--- src/rtl/sram_access_sched_if.sv ---
// AHB-side transfer signals and per-group SRAM strobes of the access scheduler.
// The master modport is the AHB slave port and read mux side; the slave modport is the scheduler.
interface sram_access_sched_if #(
   parameter int NUM_GROUPS = 4,
   parameter int MEM_AW     = 10
);
   localparam int GW = $clog2(NUM_GROUPS);

   logic [31:0]                  haddr;
   logic                         hwrite;
   logic [2:0]                   hsize;
   logic                         valid_access;
   logic [31:0]                  hwdata;
   logic                         rw_conflict;
   logic [NUM_GROUPS-1:0]        mem_cs;
   logic [NUM_GROUPS-1:0]        mem_we;
   logic [NUM_GROUPS*MEM_AW-1:0] mem_addr;
   logic [NUM_GROUPS*4-1:0]      mem_bwe;
   logic [31:0]                  mem_wdata;
   logic [GW-1:0]                rd_grp;

   modport master (
      output haddr, hwrite, hsize, valid_access, hwdata,
      input  rw_conflict, mem_cs, mem_we, mem_addr, mem_bwe, mem_wdata, rd_grp
   );

   modport slave (
      input  haddr, hwrite, hsize, valid_access, hwdata,
      output rw_conflict, mem_cs, mem_we, mem_addr, mem_bwe, mem_wdata, rd_grp
   );
endinterface

--- src/rtl/sram_access_sched.sv ---
// Turns qualified AHB transfers into per-group SRAM strobes: reads in the address phase,
// writes one cycle later with hwdata; a same-group read during a write data phase is deferred a cycle.
module sram_access_sched #(
   parameter int NUM_GROUPS = 4,
   parameter int MEM_AW     = 10,
   parameter int GRP_LSB    = 12
) (
   input logic              hclk,
   input logic              n_hreset,
   sram_access_sched_if.slave bus
);
   localparam int GW = $clog2(NUM_GROUPS);

   typedef enum logic [1:0] {S_IDLE, S_WR, S_RDDEF} state_t;

   typedef struct packed {
      logic [GW-1:0]     grp;
      logic [MEM_AW-1:0] addr;
      logic [3:0]        bwe;
   } wr_cap_t;

   typedef struct packed {
      logic [GW-1:0]     grp;
      logic [MEM_AW-1:0] addr;
   } rd_cap_t;

   state_t  state;
   wr_cap_t wr_q;
   rd_cap_t def_q;
   logic [GW-1:0] rd_grp_q;

   logic [GW-1:0]     grp;
   logic [MEM_AW-1:0] waddr;
   logic [3:0]        bwe;
   logic              acc;
   logic              rd_req;
   logic              wr_req;
   logic              wr_act;
   logic              conflict;
   logic              rd_now;
   logic              rd_act;
   logic [GW-1:0]     rd_sel_grp;
   logic [MEM_AW-1:0] rd_sel_addr;

   logic [NUM_GROUPS-1:0]        cs;
   logic [NUM_GROUPS-1:0]        we;
   logic [NUM_GROUPS*MEM_AW-1:0] addr;
   logic [NUM_GROUPS*4-1:0]      bwe_all;

   // Only the decoded fields of haddr and the low hsize codes matter here.
   logic unused_ok;
   assign unused_ok = ^{bus.haddr, bus.hsize};

   assign grp   = bus.haddr[GRP_LSB +: GW];
   assign waddr = bus.haddr[2 +: MEM_AW];

   always_comb begin
      bwe = 4'b1111;
      case (bus.hsize)
         3'b000:  bwe = 4'b0001 << bus.haddr[1:0];
         3'b001:  bwe = bus.haddr[1] ? 4'b1100 : 4'b0011;
         default: bwe = 4'b1111;
      endcase
   end

   // Transfers are masked during reset so strobes drop the moment n_hreset falls.
   assign acc      = bus.valid_access & n_hreset & (state != S_RDDEF);
   assign rd_req   = acc & ~bus.hwrite;
   assign wr_req   = acc & bus.hwrite;
   assign wr_act   = (state == S_WR);
   assign conflict = wr_act & rd_req & (grp == wr_q.grp);
   assign rd_now   = rd_req & ~conflict;
   assign rd_act   = rd_now | (state == S_RDDEF);

   assign rd_sel_grp  = (state == S_RDDEF) ? def_q.grp  : grp;
   assign rd_sel_addr = (state == S_RDDEF) ? def_q.addr : waddr;

   always_comb begin
      cs      = '0;
      we      = '0;
      addr    = '0;
      bwe_all = '0;
      for (int g = 0; g < NUM_GROUPS; g++) begin
         if (wr_act && wr_q.grp == GW'(g)) begin
            cs[g]                    = 1'b1;
            we[g]                    = 1'b1;
            addr[g*MEM_AW +: MEM_AW] = wr_q.addr;
            bwe_all[g*4 +: 4]        = wr_q.bwe;
         end else if (rd_act && rd_sel_grp == GW'(g)) begin
            cs[g]                    = 1'b1;
            addr[g*MEM_AW +: MEM_AW] = rd_sel_addr;
         end
      end
   end

   always_ff @(posedge hclk or negedge n_hreset) begin
      if (!n_hreset) begin
         state    <= S_IDLE;
         wr_q     <= '0;
         def_q    <= '0;
         rd_grp_q <= '0;
      end else begin
         if (wr_req) begin
            wr_q <= '{grp: grp, addr: waddr, bwe: bwe};
         end
         if (conflict) begin
            def_q <= '{grp: grp, addr: waddr};
         end
         if (rd_act) begin
            rd_grp_q <= rd_sel_grp;
         end
         case (state)
            S_IDLE:  state <= wr_req ? S_WR : S_IDLE;
            S_WR: begin
               if (wr_req)        state <= S_WR;
               else if (conflict) state <= S_RDDEF;
               else               state <= S_IDLE;
            end
            S_RDDEF: state <= S_IDLE;
            default: state <= S_IDLE;
         endcase
      end
   end

   assign bus.rw_conflict = conflict;
   assign bus.mem_cs      = cs;
   assign bus.mem_we      = we;
   assign bus.mem_addr    = addr;
   assign bus.mem_bwe     = bwe_all;
   assign bus.mem_wdata   = bus.hwdata;
   assign bus.rd_grp      = rd_grp_q;
endmodule

--- src/flat_wrapper.sv ---
// flat-port wrapper written by rule: the top's interface ports become plain ports
module sram_access_sched_flat 
#(
   parameter int NUM_GROUPS = 4,
   parameter int MEM_AW     = 10,
   parameter int GRP_LSB    = 12
)
  (hclk, n_hreset, bus_haddr, bus_hwrite, bus_hsize, bus_valid_access, bus_hwdata, bus_rw_conflict, bus_mem_cs, bus_mem_we, bus_mem_addr, bus_mem_bwe, bus_mem_wdata, bus_rd_grp);
  sram_access_sched_if #(.NUM_GROUPS(NUM_GROUPS), .MEM_AW(MEM_AW)) bus_i ();
  input logic hclk;
  input logic n_hreset;
  input wire logic [$bits(bus_i.haddr)-1:0] bus_haddr;
  input wire logic [$bits(bus_i.hwrite)-1:0] bus_hwrite;
  input wire logic [$bits(bus_i.hsize)-1:0] bus_hsize;
  input wire logic [$bits(bus_i.valid_access)-1:0] bus_valid_access;
  input wire logic [$bits(bus_i.hwdata)-1:0] bus_hwdata;
  output wire logic [$bits(bus_i.rw_conflict)-1:0] bus_rw_conflict;
  output wire logic [$bits(bus_i.mem_cs)-1:0] bus_mem_cs;
  output wire logic [$bits(bus_i.mem_we)-1:0] bus_mem_we;
  output wire logic [$bits(bus_i.mem_addr)-1:0] bus_mem_addr;
  output wire logic [$bits(bus_i.mem_bwe)-1:0] bus_mem_bwe;
  output wire logic [$bits(bus_i.mem_wdata)-1:0] bus_mem_wdata;
  output wire logic [$bits(bus_i.rd_grp)-1:0] bus_rd_grp;
  assign bus_i.haddr = bus_haddr;
  assign bus_i.hwrite = bus_hwrite;
  assign bus_i.hsize = bus_hsize;
  assign bus_i.valid_access = bus_valid_access;
  assign bus_i.hwdata = bus_hwdata;
  assign bus_rw_conflict = bus_i.rw_conflict;
  assign bus_mem_cs = bus_i.mem_cs;
  assign bus_mem_we = bus_i.mem_we;
  assign bus_mem_addr = bus_i.mem_addr;
  assign bus_mem_bwe = bus_i.mem_bwe;
  assign bus_mem_wdata = bus_i.mem_wdata;
  assign bus_rd_grp = bus_i.rd_grp;
  sram_access_sched #(.NUM_GROUPS(NUM_GROUPS), .MEM_AW(MEM_AW), .GRP_LSB(GRP_LSB)) u_core (.hclk(hclk), .n_hreset(n_hreset), .bus(bus_i));
endmodule
--- config.mk ---
export PLATFORM = sky130hd
export DESIGN_NAME = sram_access_sched_flat
export DESIGN_NICKNAME = d
export VERILOG_FILES = /design/src/rtl/sram_access_sched_if.sv /design/src/rtl/sram_access_sched.sv /design/src/flat_wrapper.sv
export SDC_FILE = /design/constraint.sdc
export NUM_CORES = 1
export LEC_CHECK = 0
export ABC_AREA = 1
export BUFFER_PORTS_ARGS = -buffer_cell sky130_fd_sc_hd__buf_4
export CELL_PAD_IN_SITES_DETAIL_PLACEMENT = 1
export CELL_PAD_IN_SITES_GLOBAL_PLACEMENT = 1
export CORE_ASPECT_RATIO = 2
export CORE_UTILIZATION = 24
export CTS_CLUSTER_DIAMETER = 30
export DETAILED_ROUTE_END_ITERATION = 12
export PLACE_DENSITY = 0.88
export RECOVER_POWER = 50
export SKIP_LAST_GASP = 1
export SYNTH_ARGS = -nofsm -noshare
export SYNTH_HDL_FRONTEND = slang
export SYNTH_SLANG_ARGS = --single-unit
--- constraint.sdc ---
create_clock -name hclk -period 1.34 [get_ports hclk]
set_input_delay 0.067 -clock hclk [delete_from_list [all_inputs] [get_ports hclk]]
set_output_delay 0.067 -clock hclk [all_outputs]
set_load 0.03 [all_outputs]
## Yosys cells after proc, flatten, opt, wreduce, memory -nomap -nowiden

Cells that the tools add are included.

- Flip-flop bits (word level): 32
- Logic and storage cells: 73

- Equal/unequal tests: 11
- Shift operators: 1
- Mux-type cells: 32
- Bitwise operators: 10
- Reduce and logical (&&, ||, !) cells: 12

Operators with widths:

| kind | number |
|---|---|
| two-way mux 10 bit | 9 |
| two-way mux 4 bit | 5 |
| two-way mux 1 bit | 13 |
| == test 2 bit, second input constant | 5 |
| logical AND 1 bit | 8 |
| one-hot mux 4 bit (2 select lines) | 1 |
| AND 1 bit | 7 |
| == test 2 x 1 -> 1 bit, second input constant | 3 |
| zero test 2 bit | 3 |
| two-way mux 2 bit | 3 |
| one-hot mux 2 bit (2 select lines) | 1 |
| << shifter 1 x 2 -> 4 bit, first input constant | 1 |
| == test 3 x 1 -> 1 bit, second input constant | 1 |
| zero test 3 bit | 1 |
| == test 2 bit | 1 |
| != test 2 bit, second input constant | 1 |
| inverter 1 bit | 2 |
| bitwise OR 1 bit | 1 |

## Longest topological paths before layout

- Depth in word-level cells: 11
- Mapped depth: 9

## Least setup slack after synthesis

Ideal clock, no wire load.

- Path type: reg-to-output
- Start: register u_core.state[1]
- End: output bus_mem_addr[10]
- Arrival: 1443 ps
- Required time: 1273 ps
- Path slack: -170 ps
- Cell stages (with the launch flop): 7
- Path through: dfrtp_1 > nor2_1 > inv_1 > nor3_2 > buf_2 > nand2_1 > nand2_1

- Longest elaborated chain between the ends: 11
- Elaborated cells on any way between the ends: 17
- Those cells by class: eq/ne (4); mux (4); bitwise (7); reduce/logical (2)

Ends and longest elaborated chain:

| what | RTL line | RTL |
|---|---|---|
| from (decl) | sram_access_sched.sv:27 | `state_t state;` |
| from (signal assigned) | sram_access_sched.sv:113 | `S_IDLE: state <= wr_req ? S_WR : S_IDLE;` |
| != test 2 bit | sram_access_sched.sv:67 | `assign acc = bus.valid_access & n_hreset & (state != S_RDDEF);` |
| AND 1 bit | sram_access_sched.sv:67 |  |
| AND 1 bit | sram_access_sched.sv:68 | `assign rd_req = acc & ~bus.hwrite;` |
| AND 1 bit (2 in a row) | sram_access_sched.sv:71 | `assign conflict = wr_act & rd_req & (grp == wr_q.grp);` |
| inverter 1 bit | sram_access_sched.sv:72 | `assign rd_now = rd_req & ~conflict;` |
| AND 1 bit | sram_access_sched.sv:72 |  |
| bitwise OR 1 bit | sram_access_sched.sv:73 | `assign rd_act = rd_now \| (state == S_RDDEF);` |
| logical AND 1 bit | sram_access_sched.sv:89 | `end else if (rd_act && rd_sel_grp == GW'(g)) begin` |
| two-way mux 10 bit | sram_access_sched.sv:89 |  |
| two-way mux 10 bit * | sram_access_sched.sv:84 | `if (wr_act && wr_q.grp == GW'(g)) begin` |
| to (decl) | flat_wrapper.sv:20 | `output wire logic [$bits(bus_i.mem_addr)-1:0] bus_mem_addr;` |

Mark *: on every way between the ends. The rest lies on a longest branch, timed or not.

## Worst setup path after layout

- Start: register u_core.state[0]
- End: output bus_mem_addr[24]

The elaborated chain is that of the path after synthesis.

==> flow_summary.ini <==
[logic_synthesis]
synth_area_um2 = 2450
synth_fa_ha_area_share_pct = 0
async_flop_share_pct = 100
yosysSeqAreaShare_pct = 32.7
synth_mux_area_share_pct = 0
synth_area_leaders = dfrtp_1 33%, nand2_1 21%, buf_4 11%, nand3_1 8.8%, o21ai_0 7.6%
synth.largest_area_cell = dfrtp_1
synthCells = 378
synthesis.nets = 449
synth_top_cell_area_share_pct = 32.7
synth-main-ff-cell = dfrtp_1
yosysWarnings = 0
synth_top_family_by_area = simple AND/OR/NAND/NOR gates
synth-xor-area-share_pct = 0.358
synth.ff_latch_count = 32
yosysMostFrequentCell = nand2_1
synthSimpleGateAreaFrac_pct = 37.7
synth_common_cells = 138 x nand2_1, 43 x nand3_1, 37 x o21ai_0
synth_compound_area_share_pct = 9.30
synth_edf_count = 0
synth.distinct_cells = 19
syn_area_per_cell_um2 = 6.48

[placement]
post-dp-hpwl_um = 7630
port_buffers = 87
gp_congestion = 0.938
dp.cells = 584
post_dp_cell_area_um2 = 3460

[clock_network]
cts_sinks = 32
clock_path_buffers = 2
clk_pin_slew_ns = 0.05
cts_tree = built
ctsRootBufferMaster = clkbuf_16
cts_max_level = 2
clk-insertion-delay-late_ns = 0.30
cts_buffers = 5

[critical_path]
cp_top_family = buffers and inverters
critical_path_class = flop to output pin
crit_chain = inv_2, buf_6, nor2_4, inv_4, nor3_4, buf_6, buf_6, nand2_1, nand2_2, buf_6
slowest_delay_ns = 0.38
cpMostUsedCell = buf_6
r2r_setup_slack_ns = -0.52
crit_path_start_kind = flop
r2r_cells = 13
timing.rr.end = u_core.def_q[2]$_DFFE_PN0P_
reg2reg_from = u_core.state[0]$_DFF_PN0_
crit_required_ns = 1.27
slowest_stage = dfrtp_1
cp.arrival_ns = 1.99
crit_fanout = 5
critPathBufInv = 6
cp-end-kind = output pin

[grt]
antenna_found_initial = 0
grt_max_degree = 33
grt_pass1_vias = 3735
overflow = 0
track_usage_pct = 27.4
grt_pass1_wl_um = 21200

[floorplan]
start_util_pct = 24.9
core.rowCount = 51
dieWidth_um = 73.4
core_region_area_um2 = 9830
die_area_um2 = 10600
io_pins = 170
die_h_um = 145

[outcome]
status = complete, but fails checks
violations = setup timing

[timing]
timing_worst_slew_pin_value_ns = 0.461
setup_ws_ns = -0.716
slew-limit-headroom_pct = 69.3
slew_violations = 0
fmax_mhz = 486
hold_violations = 0
rsz0062_at_grt = yes
final.setup_skew_ns = 0.0102
fin_crit_ns = 2.06
period_share_pct = 153
fin_hold_ws_ns = 0.0631
setup_viol = 97

[worst_hold_path]
hold_class = input pin to flop
whs_path_depth = 3
hp-start = bus_haddr[7]
min_to = u_core.def_q[5]$_DFFE_PN0P_

[final_layout]
final_layout_size_suffix_gt1_share_pct = 69.5
syn_to_final_growth_pct = 112
fin_cells = 640
multiInputGateArea_um2 = 1960
num_antenna_cells = 0
final_area_um2 = 5180
fin_nets = 578
register_area_um2 = 802
layout.filler_cells = 1153

[detailed_routing]
avgViaCountPerCell = 5.22
drc_errors = 0
wl_per_cell_um = 24.0
antenna_left = 0
vias = 3339
drtPass1Iterations = 4
wl_um = 15400
drt_iter0_drc = 160

[power]
power_density_nw_per_um2 = 758
p_leak_uw = 0.00248
ir_drop_mv = 0.679

[run]
drv_cap = 0
[cells by family (layout without fill, tap and decap cells)]
family / Yosys count / in the layout
XOR/XNOR: 1 / 1
flip-flops: 32 / 32
AO/OA/AOI/OAI: 44 / 44
AND/OR/NAND/NOR: 217 / 217
buffers and inverters: 84 / 214
[stage by stage]
stage | worst slack, ns | total power (uW) | utilization, % | setup TNS (ns)
floorplan | -0.0985 | 1860 | - | -1.90
global placement | -0.541 | 2010 | 35.2 | -21.35
detailed placement | -0.687 | 2060 | 35.2 | -26.80
CTS | -0.582 | 3690 | 49.6 | -39.08
global route | -0.765 | 4040 | 52.7 | -54.29
finish | -0.716 | 3930 | 52.7 | -49.23
[report_power, final]
part           internal (uW)  switching (uW)
registers               1100             193
clock network            874             499
logic                    506             764
[repair_timing]
item,4_1_cts,5_1_grt
setup endpoints to repair,83,97
buffers inserted,29,7
endpoints found under the hold margin,32,0
hold buffers,1,0
pin swaps,34,11
cloned,12,3
resized for setup,225,66
[metal layers]
metal | share of wire [%] | track usage (%) | wire (um)
met1 | 32 | 26.5 | 4960
met2 | 55 | 48.7 | 8410
met3 | 4.9 | 3.74 | 754
met4 | 8.1 | 24.4 | 1240
met5 | 0 | 0 | 0
[worst max path at each step]
stage | slack [ns] | start | to | cells after the start
floorplan | -0.1 | u_core.state[1]$_DFF_PN0_ | bus_mem_bwe[4] | 5
global placement | -0.54 | u_core.state[0]$_DFF_PN0_ | bus_mem_addr[37] | 8
detailed placement | -0.69 | u_core.state[1]$_DFF_PN0_ | bus_mem_addr[32] | 7
CTS | -0.58 | u_core.state[1]$_DFF_PN0_ | bus_mem_addr[24] | 10
global route | -0.77 | u_core.state[0]$_DFF_PN0_ | bus_mem_addr[0] | 10
finish | -0.72 | u_core.state[0]$_DFF_PN0_ | bus_mem_addr[24] | 10
[worst reg2reg max path, cell delays in order, from the launching register on]
cell	delay [ns]
dfrtp_1	0.40
buf_4	0.16
nor2_4	0.21
nor3_4	0.08
buf_4	0.14
buf_6	0.11
nand2_4	0.06
inv_4	0.04
nand2_4	0.08
buf_12	0.12
buf_8	0.13
buf_12	0.14
nand2_2	0.05
o21ai_1	0.07
[final cells by class]
| class | count | share of cell area, % |
|---|---|---|
| clock buffer | 5 | 2.41 |
| multi-input combinational | 262 | 37.9 |
| tap | 132 | 3.19 |
| inverter | 34 | 3.02 |
| timing repair inverter | 1 | 0.145 |
| sequential | 32 | 15.5 |
| timing repair buffer | 171 | 37.1 |
| clock inverter | 3 | 0.821 |
[placed cells by master (no fill, tap or decap), drive strengths merged, types with 3 or more instances in the layout]
master | netlist | routed
buf | 48 | 167
nand2 | 142 | 142
o21ai | 44 | 44
nand3 | 43 | 43
inv | 34 | 33
dfrtp | 32 | 32
nor2 | 25 | 25
clkbuf | 2 | 8
nor3 | 5 | 5
clkinvlp | 0 | 3
[state kept, by name (all words and copies together), names as in the netlist]
signal / cells
u_core.state: 2
u_core.def_q: 12
u_core.wr_q: 16
u_core.bus.rd_grp: 2
Note: power is estimated with default switching activity, not from simulation.
